[src/rtl/uart_pkg.sv]
`timescale 1ns/1ps
// Shared constants for the UART receive path: framing byte, error codes,
// command-parser state encoding and the baud divider.
package uart_pkg;

  localparam int unsigned CLKS_PER_BIT = 5208;

  localparam logic [7:0] SOF_BYTE_DEF = 8'h55;

  localparam logic [1:0] ERR_NONE    = 2'd0;
  localparam logic [1:0] ERR_LEN     = 2'd1;
  localparam logic [1:0] ERR_CSUM    = 2'd2;
  localparam logic [1:0] ERR_TIMEOUT = 2'd3;

  typedef enum logic [2:0] {
    S_IDLE,
    S_ADDR,
    S_LEN,
    S_PAYLOAD,
    S_CSUM,
    S_DRAIN
  } parser_state_t;

endpackage

[src/rtl/uart_byte_timeout.sv]
`timescale 1ns/1ps
// Inter-byte watchdog: counts enabled cycles since the last clear and
// pulses expire_o for one cycle when TERMINAL cycles have elapsed.
module uart_byte_timeout #(
  parameter int unsigned TERMINAL = 104160
) (
  input  logic clk,
  input  logic rst,
  input  logic clr_i,
  input  logic en_i,
  output logic expire_o
);

  localparam int unsigned CW = $clog2(TERMINAL + 1);
  localparam logic [CW-1:0] LAST = CW'(TERMINAL - 1);

  logic [CW-1:0] cnt_q, cnt_d;

  // A clear in the expiry cycle suppresses the expiry.
  assign expire_o = en_i && !clr_i && (cnt_q == LAST);

  // Next count: restart on clear, disable or expiry, otherwise advance.
  always_comb begin
    cnt_d = cnt_q;
    if (clr_i || !en_i || expire_o) cnt_d = '0;
    else                            cnt_d = cnt_q + CW'(1);
  end

  // Count register.
  always_ff @(posedge clk or posedge rst) begin
    if (rst) cnt_q <= '0;
    else     cnt_q <= cnt_d;
  end

endmodule

[src/rtl/uart_cmd_parser.sv]
`timescale 1ns/1ps
// Frame parser: SOF, ADDR, LEN, payload, CHECKSUM. Payload is buffered and
// only emitted as auto-incrementing (addr, data) writes once the checksum
// has been verified.
module uart_cmd_parser
  import uart_pkg::*;
#(
  parameter int unsigned MAX_LEN     = 8,
  parameter int unsigned TIMEOUT_CYC = 104160,
  parameter logic [7:0]  SOF_BYTE    = SOF_BYTE_DEF
) (
  input  logic       clk,
  input  logic       rst,
  input  logic       rx_done,
  input  logic [7:0] rx_data,
  output logic       out_valid,
  input  logic       out_ready,
  output logic [7:0] out_addr,
  output logic [7:0] out_data,
  output logic       out_last,
  output logic       frame_ok,
  output logic       frame_err,
  output logic [1:0] err_code,
  output logic       rx_drop,
  output logic       busy
);

  localparam int unsigned AW        = (MAX_LEN > 1) ? $clog2(MAX_LEN) : 1;
  localparam logic [7:0]  MAX_LEN_B = 8'(MAX_LEN);

  parser_state_t state_q, state_d;
  logic [7:0] base_q, base_d, len_q, len_d, idx_q, idx_d, k_q, k_d;
  logic [7:0] csum_q, csum_d;
  logic [7:0] out_addr_q, out_addr_d, out_data_q, out_data_d;
  logic       out_valid_q, out_valid_d, out_last_q, out_last_d;
  logic       frame_ok_q, frame_ok_d, frame_err_q, frame_err_d;
  logic       rx_drop_q, rx_drop_d;
  logic [1:0] err_code_q, err_code_d;
  logic       buf_we, tmo_en, tmo_expire;
  logic [7:0] buf_q [0:MAX_LEN-1];

  assign tmo_en = (state_q == S_ADDR) || (state_q == S_LEN) ||
                  (state_q == S_PAYLOAD) || (state_q == S_CSUM);

  uart_byte_timeout #(.TERMINAL(TIMEOUT_CYC)) u_timeout (
    .clk      (clk),
    .rst      (rst),
    .clr_i    (rx_done),
    .en_i     (tmo_en),
    .expire_o (tmo_expire)
  );

  // Next-state and output logic for the frame FSM.
  always_comb begin
    state_d     = state_q;
    base_d      = base_q;
    len_d       = len_q;
    idx_d       = idx_q;
    k_d         = k_q;
    csum_d      = csum_q;
    out_valid_d = out_valid_q;
    out_addr_d  = out_addr_q;
    out_data_d  = out_data_q;
    out_last_d  = out_last_q;
    frame_ok_d  = 1'b0;
    frame_err_d = 1'b0;
    rx_drop_d   = 1'b0;
    err_code_d  = err_code_q;
    buf_we      = 1'b0;
    case (state_q)
      S_IDLE: if (rx_done && rx_data == SOF_BYTE) state_d = S_ADDR;
      S_ADDR: if (rx_done) begin
        base_d  = rx_data;
        csum_d  = rx_data;
        state_d = S_LEN;
      end
      S_LEN: if (rx_done) begin
        if (rx_data == 8'd0 || rx_data > MAX_LEN_B) begin
          frame_err_d = 1'b1;
          err_code_d  = ERR_LEN;
          state_d     = S_IDLE;
        end else begin
          len_d   = rx_data;
          csum_d  = csum_q + rx_data;
          idx_d   = '0;
          state_d = S_PAYLOAD;
        end
      end
      S_PAYLOAD: if (rx_done) begin
        buf_we = 1'b1;
        csum_d = csum_q + rx_data;
        idx_d  = idx_q + 8'd1;
        if (idx_q + 8'd1 == len_q) state_d = S_CSUM;
      end
      S_CSUM: if (rx_done) begin
        if (rx_data == csum_q) begin
          frame_ok_d  = 1'b1;
          out_valid_d = 1'b1;
          out_addr_d  = base_q;
          out_data_d  = buf_q[0];
          out_last_d  = (len_q == 8'd1);
          k_d         = 8'd1;
          state_d     = S_DRAIN;
        end else begin
          frame_err_d = 1'b1;
          err_code_d  = ERR_CSUM;
          state_d     = S_IDLE;
        end
      end
      S_DRAIN: begin
        if (rx_done) rx_drop_d = 1'b1;
        if (out_valid_q && out_ready) begin
          if (out_last_q) begin
            out_valid_d = 1'b0;
            state_d     = S_IDLE;
          end else begin
            // k_q already indexes the next command's payload byte.
            out_addr_d = out_addr_q + 8'd1;
            out_data_d = buf_q[k_q[AW-1:0]];
            out_last_d = (k_q == len_q - 8'd1);
            k_d        = k_q + 8'd1;
          end
        end
      end
      default: state_d = S_IDLE;
    endcase
    // Expiry is only raised in frame states with no byte this cycle.
    if (tmo_expire) begin
      frame_err_d = 1'b1;
      err_code_d  = ERR_TIMEOUT;
      state_d     = S_IDLE;
    end
  end

  // State and output registers.
  always_ff @(posedge clk or posedge rst) begin
    if (rst) begin
      state_q     <= S_IDLE;
      base_q      <= '0;
      len_q       <= '0;
      idx_q       <= '0;
      k_q         <= '0;
      csum_q      <= '0;
      out_valid_q <= 1'b0;
      out_addr_q  <= '0;
      out_data_q  <= '0;
      out_last_q  <= 1'b0;
      frame_ok_q  <= 1'b0;
      frame_err_q <= 1'b0;
      rx_drop_q   <= 1'b0;
      err_code_q  <= ERR_NONE;
    end else begin
      state_q     <= state_d;
      base_q      <= base_d;
      len_q       <= len_d;
      idx_q       <= idx_d;
      k_q         <= k_d;
      csum_q      <= csum_d;
      out_valid_q <= out_valid_d;
      out_addr_q  <= out_addr_d;
      out_data_q  <= out_data_d;
      out_last_q  <= out_last_d;
      frame_ok_q  <= frame_ok_d;
      frame_err_q <= frame_err_d;
      rx_drop_q   <= rx_drop_d;
      err_code_q  <= err_code_d;
    end
  end

  // Payload buffer; contents are don't-care after reset.
  always_ff @(posedge clk) begin
    if (buf_we) buf_q[idx_q[AW-1:0]] <= rx_data;
  end

  assign out_valid = out_valid_q;
  assign out_addr  = out_addr_q;
  assign out_data  = out_data_q;
  assign out_last  = out_last_q;
  assign frame_ok  = frame_ok_q;
  assign frame_err = frame_err_q;
  assign err_code  = err_code_q;
  assign rx_drop   = rx_drop_q;
  assign busy      = (state_q != S_IDLE);

endmodule

[config.mk]
export PLATFORM = sky130hd
export DESIGN_NAME = uart_cmd_parser
export DESIGN_NICKNAME = d
export VERILOG_FILES = /design/src/rtl/uart_pkg.sv /design/src/rtl/uart_byte_timeout.sv /design/src/rtl/uart_cmd_parser.sv
export SDC_FILE = /design/constraint.sdc
export NUM_CORES = 1
export LEC_CHECK = 0
export BUFFER_PORTS_ARGS = -buffer_cell sky130_fd_sc_hd__buf_2
export CORE_MARGIN = 2
export CORE_UTILIZATION = 30
export DETAILED_ROUTE_END_ITERATION = 12
export SLEW_MARGIN = 10
export SYNTH_ARGS = -nofsm -noshare
export SYNTH_HDL_FRONTEND = slang
export SYNTH_SLANG_ARGS = --single-unit
export TNS_END_PERCENT = 20
[constraint.sdc]
create_clock -name clk -period 7 [get_ports clk]
set_clock_uncertainty 0.1 [all_clocks]
set_input_delay 0.35 -clock clk [delete_from_list [all_inputs] [get_ports clk]]
set_output_delay 0.35 -clock clk [all_outputs]
set_load 0.02 [all_outputs]
==> results.rst <==
.. list-table::
   :header-rows: 1

   * - Metric
     - Value
   * - Kind of start point of the critical path
     - register
   * - Effective utilization at floorplan
     - 0.306
   * - Clock tree from TritonCTS
     - done
   * - Peak per-stage delay on the critical path
     - around 0.83 ns
   * - Result of the run
     - finished clean
   * - Crit path buffers/inverters
     - 0
   * - Class of the tightest hold or removal check
     - input pin to async pin
   * - Via count of the routed design
     - 5000
   * - Share of final-layout standard cells stronger than drive strength 1
     - 0.161
   * - Post-CTS resize count
     - 0
   * - Clock Sink Count
     - about 150
   * - Synth Cell Area
     - between 7000 and 8000 sq um
   * - Top Family by Delay on Critical Path
     - simple AND/OR/NAND/NOR gates
   * - Synth cell types
     - between 50 and 60
   * - WP data required
     - 7.23 ns
   * - Leakage power of the design
     - around 3.2 nW
   * - Critical path's slowest cell
     - sky130_fd_sc_hd__nand3b_1
   * - Final HPWL DP
     - about 11000 microns
   * - Net count of the finished layout
     - 677
   * - Clock transition time at the flip-flop clock pins of the worst setup and hold paths
     - 0.07 ns
   * - Routed wire length per instance
     - roughly 17 microns
   * - Upper clock frequency limit
     - around 0.28 GHz
   * - Power per cell area
     - between 300 and 400 nW/um^2
   * - Highest-count cells in the layout ignoring fill and taps
     - 83 x sky130_fd_sc_hd__dfrtp_1, 64 x sky130_fd_sc_hd__edfxtp_1, 56 x sky130_fd_sc_hd__nor2_1
   * - Wire length reported by the detailed router
     - between 15000 and 20000 microns
   * - Worst IR Drop VDD
     - between 0.00015 and 0.0002 V
   * - Gr usage total
     - 0.141
   * - Series of cell instances along the critical path
     - nand3b_1 > nor3_1 > a21oi_1 > nor2_1 > o21ai_0 > a22oi_1
   * - Core Rows
     - 56
   * - Top flip-flop cell by instance count after synthesis
     - sky130_fd_sc_hd__dfrtp_1
   * - Kind of critical path
     - register to register
   * - Number of post-CTS setup repair buffers
     - 0
   * - Share of flip-flops with an asynchronous set or reset
     - 0.565
   * - Worst reg2reg path startpoint
     - state_q[2]
   * - Final-report max-slew violation count
     - 0
   * - Count of flip-flops with a built-in enable after synthesis
     - 64
   * - Cell count after synthesis
     - 625
   * - Max Root-Sink Buffers
     - 2
   * - Detail-routed via count per cell
     - 5.09
   * - Transition at the pin with the smallest max-transition slack
     - approximately 1.2 ns
   * - Placeable Area
     - approximately 23000 sq um
   * - Setup TNS
     - 0 ns
   * - Post-Synthesis Mean Instance Area
     - about 11 sq um
   * - Number of buffers inserted during clock tree synthesis
     - 17
   * - Number of top-level design ports
     - 36
   * - Clock insertion delay at the later pin of the skew report
     - roughly 0.42 ns
   * - Register-to-Register Setup Slack
     - about 3.5 ns
   * - Final setup violation count
     - 0
   * - Area growth from synthesis to final layout
     - 15.1%
   * - Number of antenna violations at the first check in global routing
     - 0
   * - Number of buffers inserted for hold repair after clock tree synthesis
     - 0
   * - Tightest hold margin
     - 0.162 ns
   * - Ratio of final minimum period to clock period
     - 0.503
   * - Clk root buf
     - sky130_fd_sc_hd__clkbuf_16
   * - Die span in y
     - ~160 microns
   * - Via count of the first global-routing pass
     - a little under 5000
   * - Detailed-route DRC error count
     - 0
   * - Number of cell instances on the worst register-to-register path
     - 6
   * - Count of buffers inserted at the top-level ports
     - 35
   * - Die width
     - 159 microns
   * - Capturing point of the worst reg2reg path
     - out_addr[4]
   * - Maximum number of pins on one net before global-route repair
     - 84
   * - Global route overflow
     - 0
   * - Syn Nets
     - ~650
   * - Post-synthesis sequential area ratio
     - 0.558
   * - Final period demand of the worst path
     - 3.52 ns
   * - Number of DRC markers in iteration 0
     - between 200 and 300
   * - H-tree lvl count
     - 4
   * - Area enclosed by the die boundary
     - roughly 25000 sq um
   * - RD Place Congestion
     - roughly 0.8
   * - Flop and latch count out of synthesis
     - around 150
   * - Number of max-cap violations
     - 0
   * - Post-route antenna net violation count
     - 0
   * - Max-slew headroom
     - 0.215
   * - Synth warn
     - 0
   * - Number of optimization iterations in the first detailed-route pass
     - 5
   * - Final hold violation count
     - 0
   * - First-pass GRT wire length
     - roughly 27000 microns
   * - Critical-path maximum fanout
     - 25
   * - Element type at the critical path end
     - register
   * - Commonest non-fill, non-tap cell in the layout
     - sky130_fd_sc_hd__dfrtp_1
   * - Setup repair after global routing missed its margin
     - false
   * - Arrival time at the worst endpoint
     - approximately 3.8 ns
   * - Antenna diodes
     - 0
[power by group]
group | internal (mW) | switching [mW]
combinational | 0.359 | 0.478
sequential | 1.05 | 0.155
clock | 0.509 | 0.400
[worst max path at each step]
| stage | startpoint | end | slack [ns] | cells past startpoint |
|---|---|---|---|---|
| floorplan | state_q[2] | buf_q[1][0] | 4.29 | 6 |
| global placement | state_q[2] | out_addr[4] | 3.69 | 6 |
| detailed placement | state_q[2] | out_addr[4] | 3.64 | 6 |
| CTS | state_q[2] | out_addr[4] | 3.53 | 6 |
| global route | state_q[2] | out_addr[4] | 3.20 | 6 |
| finish | state_q[2] | out_addr[4] | 3.48 | 6 |
[cell families after synthesis]
family          share of synthesized area
fa+ha+maj                          0.0255
flops                               0.558
compound gates                     0.0949
simple gates                        0.160
mux                                0.0860
buf+inv                            0.0237
xor+xnor                           0.0525
[metrics by stage]
step                cell area, sq um  instances   util  setup WS (ns)  power, mW
finish                          8260        983  0.352           3.48       2.95
global route                    8260        983  0.352           3.20       3.13
CTS                             8260        983  0.352           3.53       2.97
detailed placement              7660        951  0.327           3.64       2.06
global placement                7660        951  0.327           3.69       2.05
floorplan                       7170        625      -           4.29       1.83
[flip-flops by register name, indices dropped and copies added (netlist names), 8 cells and up]
| signal | cells |
|---|---|
| buf_q | 64 |
| len_q | 8 |
| u_timeout.cnt_q | 17 |
| k_q | 8 |
| out_data | 8 |
| idx_q | 8 |
| out_addr | 8 |
| base_q | 8 |
| csum_q | 8 |
[final cells by class]
cell class | instances | area [sq um]
clock inverters | 14 | 163
repair buffers | 39 | 205
multi-input cells | 434 | 3020
flip-flops and latches | 147 | 4000
clock buffers | 18 | 429
inverters | 12 | 46.3
well taps | 319 | 399
fillers | 2284 | 15200
[cell usage after synthesis (5+ instances only)]
cell | instances | share of area
sky130_fd_sc_hd__nor4_1 | 12 | 0.010
sky130_fd_sc_hd__nor2_1 | 56 | 0.029
sky130_fd_sc_hd__nor4b_1 | 5 | 0.0061
sky130_fd_sc_hd__inv_1 | 12 | 0.0063
sky130_fd_sc_hd__nor2b_1 | 7 | 0.0061
sky130_fd_sc_hd__nand2_1 | 45 | 0.024
sky130_fd_sc_hd__dfrtp_1 | 83 | 0.29
sky130_fd_sc_hd__ha_1 | 13 | 0.023
sky130_fd_sc_hd__and2_1 | 6 | 0.0052
sky130_fd_sc_hd__and3_1 | 12 | 0.010
sky130_fd_sc_hd__edfxtp_1 | 64 | 0.27
sky130_fd_sc_hd__clkbuf_1 | 26 | 0.014
sky130_fd_sc_hd__xnor2_1 | 23 | 0.028
sky130_fd_sc_hd__mux2_2 | 12 | 0.019
sky130_fd_sc_hd__nor3_1 | 14 | 0.0098
sky130_fd_sc_hd__mux2i_1 | 11 | 0.015
sky130_fd_sc_hd__or3_1 | 7 | 0.0061
sky130_fd_sc_hd__mux4_2 | 16 | 0.050
sky130_fd_sc_hd__a21oi_1 | 30 | 0.021
sky130_fd_sc_hd__a31oi_1 | 7 | 0.0061
sky130_fd_sc_hd__o21ai_0 | 44 | 0.031
sky130_fd_sc_hd__xor2_1 | 20 | 0.024
sky130_fd_sc_hd__nand3_1 | 34 | 0.024
[metal layers]
| layer | vias up | GRT usage | wire length [microns] |
|---|---|---|---|
| li1 | 2375 | - | - |
| met1 | 2490 | 0.190 | 7700 |
| met2 | 105 | 0.223 | 7820 |
| met3 | 30 | 0.0359 | 816 |
| met4 | 0 | 0.0455 | 346 |
| met5 | - | 0 | 0 |
[tightest hold or removal path, delay by kind of cell]
family                 cells  cell delay (ns)
buffers and inverters      3             0.92
Note: power is estimated with default switching activity, not from simulation.
